==> src/rtl/window_gen_3x3.sv <==
// Streaming 3x3 window generator: two line buffers plus a 3x3 shift window, taps registered one cycle after the accepting beat.
// No backpressure. Define WINDOW_STRIDE2_EN to emit only windows whose bottom-right pixel sits on even row and column.
module window_gen_3x3 #(
   parameter int DATA_WIDTH = 32,
   parameter int IMG_WIDTH  = 28,
   parameter int IMG_HEIGHT = 28
) (
   input  logic                  clk,
   input  logic                  rst,
   input  logic [DATA_WIDTH-1:0] data_in,
   input  logic                  valid_in,
   output logic [DATA_WIDTH-1:0] data_out0,
   output logic [DATA_WIDTH-1:0] data_out1,
   output logic [DATA_WIDTH-1:0] data_out2,
   output logic [DATA_WIDTH-1:0] data_out3,
   output logic [DATA_WIDTH-1:0] data_out4,
   output logic [DATA_WIDTH-1:0] data_out5,
   output logic [DATA_WIDTH-1:0] data_out6,
   output logic [DATA_WIDTH-1:0] data_out7,
   output logic [DATA_WIDTH-1:0] data_out8,
   output logic                  valid_out,
   output logic                  frame_done
);
   localparam int CW = $clog2(IMG_WIDTH);
   localparam int RW = $clog2(IMG_HEIGHT);
   localparam logic [CW-1:0] COL_LAST = CW'(IMG_WIDTH - 1);
   localparam logic [RW-1:0] ROW_LAST = RW'(IMG_HEIGHT - 1);

   logic [CW-1:0]         col_q, col_d;
   logic [RW-1:0]         row_q, row_d;
   logic [DATA_WIDTH-1:0] lb1_q [IMG_WIDTH];
   logic [DATA_WIDTH-1:0] lb2_q [IMG_WIDTH];
   logic [DATA_WIDTH-1:0] win_q [9];
   logic [DATA_WIDTH-1:0] win_d [9];
   logic [DATA_WIDTH-1:0] out_q [9];
   logic                  valid_q;
   logic                  frame_done_q;
   logic                  emit;
   logic                  last_pix;

   always_comb begin
      col_d    = col_q;
      row_d    = row_q;
      last_pix = (col_q == COL_LAST) && (row_q == ROW_LAST);
      if (col_q == COL_LAST) begin
         col_d = '0;
         row_d = (row_q == ROW_LAST) ? '0 : row_q + RW'(1);
      end else begin
         col_d = col_q + CW'(1);
      end

      // Shift left one column; the new right column is {row-2, row-1, incoming}.
      for (int r = 0; r < 3; r++) begin
         win_d[3*r]     = win_q[3*r+1];
         win_d[3*r + 1] = win_q[3*r+2];
      end
      win_d[2] = lb2_q[col_q];
      win_d[5] = lb1_q[col_q];
      win_d[8] = data_in;

`ifdef WINDOW_STRIDE2_EN
      emit = (row_q >= RW'(2)) && (col_q >= CW'(2)) && !row_q[0] && !col_q[0];
`else
      emit = (row_q >= RW'(2)) && (col_q >= CW'(2));
`endif
   end

   always_ff @(posedge clk or negedge rst) begin
      if (!rst) begin
         col_q        <= '0;
         row_q        <= '0;
         valid_q      <= 1'b0;
         frame_done_q <= 1'b0;
         for (int i = 0; i < 9; i++) begin
            win_q[i] <= '0;
            out_q[i] <= '0;
         end
      end else begin
         valid_q      <= 1'b0;
         frame_done_q <= 1'b0;
         if (valid_in) begin
            col_q        <= col_d;
            row_q        <= row_d;
            win_q        <= win_d;
            valid_q      <= emit;
            frame_done_q <= last_pix;
            if (emit) begin
               out_q <= win_d;
            end
         end
      end
   end

   // Line buffers are deliberately left unreset; the emit gating never exposes stale entries.
   always_ff @(posedge clk) begin
      if (valid_in) begin
         lb2_q[col_q] <= lb1_q[col_q];
         lb1_q[col_q] <= data_in;
      end
   end

   assign data_out0  = out_q[0];
   assign data_out1  = out_q[1];
   assign data_out2  = out_q[2];
   assign data_out3  = out_q[3];
   assign data_out4  = out_q[4];
   assign data_out5  = out_q[5];
   assign data_out6  = out_q[6];
   assign data_out7  = out_q[7];
   assign data_out8  = out_q[8];
   assign valid_out  = valid_q;
   assign frame_done = frame_done_q;
endmodule

==> config.mk <==
export PLATFORM = sky130hd
export DESIGN_NAME = window_gen_3x3
export DESIGN_NICKNAME = d
export VERILOG_FILES = /design/src/rtl/window_gen_3x3.sv
export SDC_FILE = /design/constraint.sdc
export NUM_CORES = 2
export LEC_CHECK = 0
export CAP_MARGIN = 20
export CORE_ASPECT_RATIO = 0.6
export CORE_MARGIN = 1.5
export CORE_UTILIZATION = 40
export DETAILED_ROUTE_END_ITERATION = 7
export GPL_ROUTABILITY_DRIVEN = 0
export HOLD_SLACK_MARGIN = 0.03
export PLACE_DENSITY_LB_ADDON = 0.08
export SLEW_MARGIN = 20
export SYNTH_ARGS = -nofsm -noshare
export SYNTH_HDL_FRONTEND = slang
export SYNTH_SLANG_ARGS = --single-unit
==> constraint.sdc <==
create_clock -name clk -period 8.3 [get_ports clk]
set_clock_uncertainty 0.05 [all_clocks]
set_input_delay 1.245 -clock clk [delete_from_list [all_inputs] [get_ports clk]]
set_output_delay 1.245 -clock clk [all_outputs]
set_load 0.1 [all_outputs]
# == Yosys cells after proc, flatten, opt, wreduce, memory -nomap -nowiden ==
# Memories as Yosys holds them, arrays and structs flattened.
# Index checks and enable logic that the tools add are counted.
# classes
add_sub_neg,2
magnitude_cmp,2
eq_ne,2
n_mux,6
reduce_logical,4
# ops
op,n
$add 5x1->5 const B,2
$eq 5x5->1 const B,2
$ge 5x2->1 const B,2
$mux 5,2
$mux 1,4
$reduce_and 2->1,2
$logic_and 1x1->1,2
# totals
reg_bits,492
ramBits,1792
out_inout_bits,290
wordCells,37
memories,2
# memory_table
name,depth,word_bits,read_ports,rd_clocked_by_memory_dff,write_ports,line,rtl
lb1_q,28,32,1,0,1,31,logic [DATA_WIDTH-1:0] lb1_q [IMG_WIDTH];
lb2_q,28,32,1,0,1,32,logic [DATA_WIDTH-1:0] lb2_q [IMG_WIDTH];

# == Depth between registers and ports, before layout ==
# depth
depth_word,3
ltp_mapped,13
depth_no_buf,8

# == Worst setup path before layout ==
# OpenSTA, ideal clock, no wires.
# synth_timing
path_kind,input -> register
from,input port valid_in
to,"memory lb1_q[25][0], enable pin"
setup_ps,565
arrival_time_ps,6367
required_ps,7685
slack_ps,1319
cell_stages,4
n_path_buf,2
cell_sequence,clkbuf_1 > clkbuf_1 > nand2_1 > nor3_1
# synth_between
elab_chain_len,2
# synth_lines
element,line,rtl
from (decl),11,"input logic valid_in,"
$mux 1,96,if (valid_in) begin
$mux 1 (implied by the code),98,lb1_q[col_q] <= data_in;
to (decl),31,
# Every way passes these cells.

==> run_results.csv <==
group,metric,value,unit
route,dr_total_vias,48100,
synthesis,synth_xor_area_frac,0.000505,
synthesis,synth_cell_type_count,54,
synthesis,ys_warn_count,0,
timing,min_period,4.90,ns
synthesis,ys.flop_type,"edfxtp_1",
synthesis,synth_area_per_cell,17.0,um^2
route,drc_errors,0,
finish,layout_common_cells,"edfxtp_1, mux2i_1, nand2_1, dfrtp_1, clkdlybuf4s50_1",
clocking,cts_root_buffer,"clkbuf_16",
timing,max_slew_margin,0.220,
route,drt_first_pass_iters,5,
route,drt_iter0_markers,5660,
route,top_layer,"met4",
route,via_per_inst,5.59,
global_routing,grt_start_max_net_pins,158,
floorplanning,initial_utilization,0.402,
clocking,cts.sinks,2284,
clocking,cts-resized-gates,0,
timing,setup_viol,0,
route,drt-met1-wl,129,mm
worst_setup_path,cp_top_family,"simple AND/OR/NAND/NOR gates",
worst_setup_path,path_buf_inv,1,
power,ir_drop,0.000342,V
synthesis,synth-simple-area-share,0.0449,
synthesis,synth_top_family_by_area,"multiplexers",
global_routing,grt_antenna_before_repair,13,
timing,max_freq,204,MHz
worst_setup_path,cp-start-kind,"flop",
synthesis,ys_seq_area_frac,0.762,
floorplanning,core_area,216000,um^2
timing,tns,0,ns
synthesis,synth.net_count,5156,
synthesis,muxShareOfSynthArea,0.131,
power,pwr_density_cell,451,nW/um^2
clocking,cts_hold_buffers,0,
floorplanning,io_pins,325,
clocking,clkTransAtPathRegs,0.06,ns
synthesis,synthAdderAreaFrac,0.000866,
synthesis,ys_ff_latch,2284,
finish,nets,5588,
worst_setup_path,crit_type,"reg2reg",
clocking,clk_path_buf_depth,4,
timing,worst_pin_slew,1.16,ns
finish,area_growth,16.0,%
finish,fillers,18600,
synthesis,syn_inst,5115,
route,drtAntennaViolNets,0,
power,power_leakage,0.0361,uW
floorplanning,die_y,364,um
finish,final_common_cell,"edfxtp_1",
clocking,cts_setup_buffers,0,
floorplanning,dieArea,220000,um^2
clocking,cts_tree,"done",
timing,period_share,0.591,
global_routing,grt.total_usage,0.245,
finish,final_core_util,0.466,
synthesis,synthesis.area,86700,um^2
placed_design,dpl.hpwl,162,mm
finish,drive_gt1_frac,0.145,
worst_setup_path,end_kind,"flop",
timing,finalHoldViolCount,0,
global_routing,grt_pass1_wl,377,mm
worst_setup_path,arrival,5.16,ns
worst_setup_path,worstPathMaxFanout,29,
synthesis,synth-compound-area-share,0.0427,
clocking,htreeDepth,4,
worst_setup_path,critical_path.slowest_cell,"nand2_1",
synthesis,synth_edf_count,1792,
worst_setup_path,slowest_delay,0.92,ns
timing,rsz0062_at_grt,"false",
route,route.met2.wl,113,mm
clocking,insertion_delay,0.88,ns
global_routing,grt-ovfl-total,0,
route,avgRoutedWirePerCell,31.6,um
floorplanning,std_cell_rows,132,
flow_run,drv_cap,0,
worst_setup_path,path_cells,"buf_4 > or4b_4 > o22ai_1 > nor4_1 > nand2_1",
placed_design,port_buffers,324,
timing,maxSlewViolCount,0,
worst_hold_path,hold_path.class,"in2async",
outcome,outcome,"completed",
synthesis,async_reset_ff_frac,0.215,
clocking,numCtsBuffers,220,
route,routed_wl,272,mm
global_routing,grt_pass1_vias,46800,
floorplanning,die_w,604,um
worst_setup_path,worstPathRequired,8.56,ns
route,met3WireLength,23.9,mm
[synth_stat cells, types with 7 or more instances]
master | count | area (um^2)
a31oi_1 | 72 | 450
buf_6 | 16 | 180
nand2_1 | 698 | 2620
a22oi_1 | 85 | 638
buf_2 | 161 | 806
mux2_4 | 28 | 420
nor2_1 | 142 | 533
nor4_1 | 30 | 188
dfrtp_1 | 492 | 12300
o211ai_2 | 14 | 175
o21ai_1 | 7 | 35.0
o22ai_1 | 291 | 1820
edfxtp_1 | 1792 | 53800
nand3_1 | 23 | 115
or4_1 | 11 | 82.6
mux2_2 | 158 | 1780
o21ai_0 | 27 | 135
buf_4 | 33 | 248
mux4_2 | 72 | 1620
mux2i_1 | 750 | 7510
nor3_1 | 9 | 45.0
clkbuf_1 | 74 | 278
a21oi_1 | 38 | 190
a211oi_1 | 24 | 180
[layout make-up]
cell class              count  area [um^2]  share of cell area
multi-input cells        2536        19500               0.193
diodes                      6         15.0            0.000149
inverters                   7         42.5            0.000423
clock inverters           104          718             0.00714
clock buffers             292         5970              0.0593
repair buffers            498         4650              0.0462
well taps                2881         3600              0.0358
flip-flops and latches   2284        66100               0.657
[report_power, final]
group	leakage, uW	internal (uW)	switching (uW)	total, uW
Combinational	0.0107	4600	14000	18600
Clock	0.00330	5300	4320	9630
Sequential	0.0221	16000	1120	17200
[per-stage QoR]
step / total power, uW / area [um^2] / worst slack (ns) / std cells / hold WS [ns]
after CTS: 45500 / 101000 / 3.47 / 8600 / 0.363
after floorplan: 28700 / 86700 / 1.32 / 5115 / 0.384
after global routing: 47000 / 101000 / 3.41 / 8603 / 0.389
final: 45300 / 101000 / 3.40 / 8608 / 0.328
after detailed placement: 35900 / 93900 / 3.48 / 8204 / 0.399
after global placement: 35800 / 93800 / 3.53 / 8203 / 0.395
[worst reg2reg max path, cell delays in order, from the launching register on]
cell and delay, ns:
dfrtp_4 0.84, buf_4 0.64, or4b_4 0.74, o22ai_1 0.31, nor4_1 0.85, nand2_1 0.92
[sequential cells by signal, indices dropped and copies added, names as in the netlist]
name	cells
lb1_q	896
lb2_q	896
win_d	192
data_out0	32
data_out1	32
data_out2	32
data_out3	32
data_out4	32
data_out5	32
data_out6	32
data_out7	32
data_out8	32
col_q	5
row_q	5
frame_done	1
valid_out	1
[final timing paths]
kind                                        from                       end  slack, ns  cells past startpoint
hold / removal                               rst    win_d[252]$_DFFE_PN0P_       0.33                      1
max in group asynchronous                    rst      row_q[3]$_DFFE_PN0P_       5.94                      3
setup reg to reg            col_q[0]$_DFFE_PN0P_   lb2_q[21][29]$_DFFE_PP_       3.40                      5
setup / recovery            col_q[0]$_DFFE_PN0P_   lb2_q[21][29]$_DFFE_PP_       3.40                      5
min in group clk           win_d[72]$_DFFE_PN0P_  data_out6[8]$_DFFE_PN0P_       0.40                      2
hold reg to reg            win_d[72]$_DFFE_PN0P_  data_out6[8]$_DFFE_PN0P_       0.40                      2
[kinds of logic after synthesis]
| family | count (synthesis) |
|---|---|
| flops | 2284 |
| buf+inv | 295 |
| simple gates | 949 |
| xor+xnor | 5 |
| mux | 1008 |
| fa+ha+maj | 6 |
| compound gates | 568 |
[routing by layer]
layer	vias to the layer above	global-route usage
li1	20500	-
met1	25400	0.378
met2	1823	0.344
met3	339	0.0665
met4	0	0.0563
met5	-	0
(Power assumes the default switching activity.)
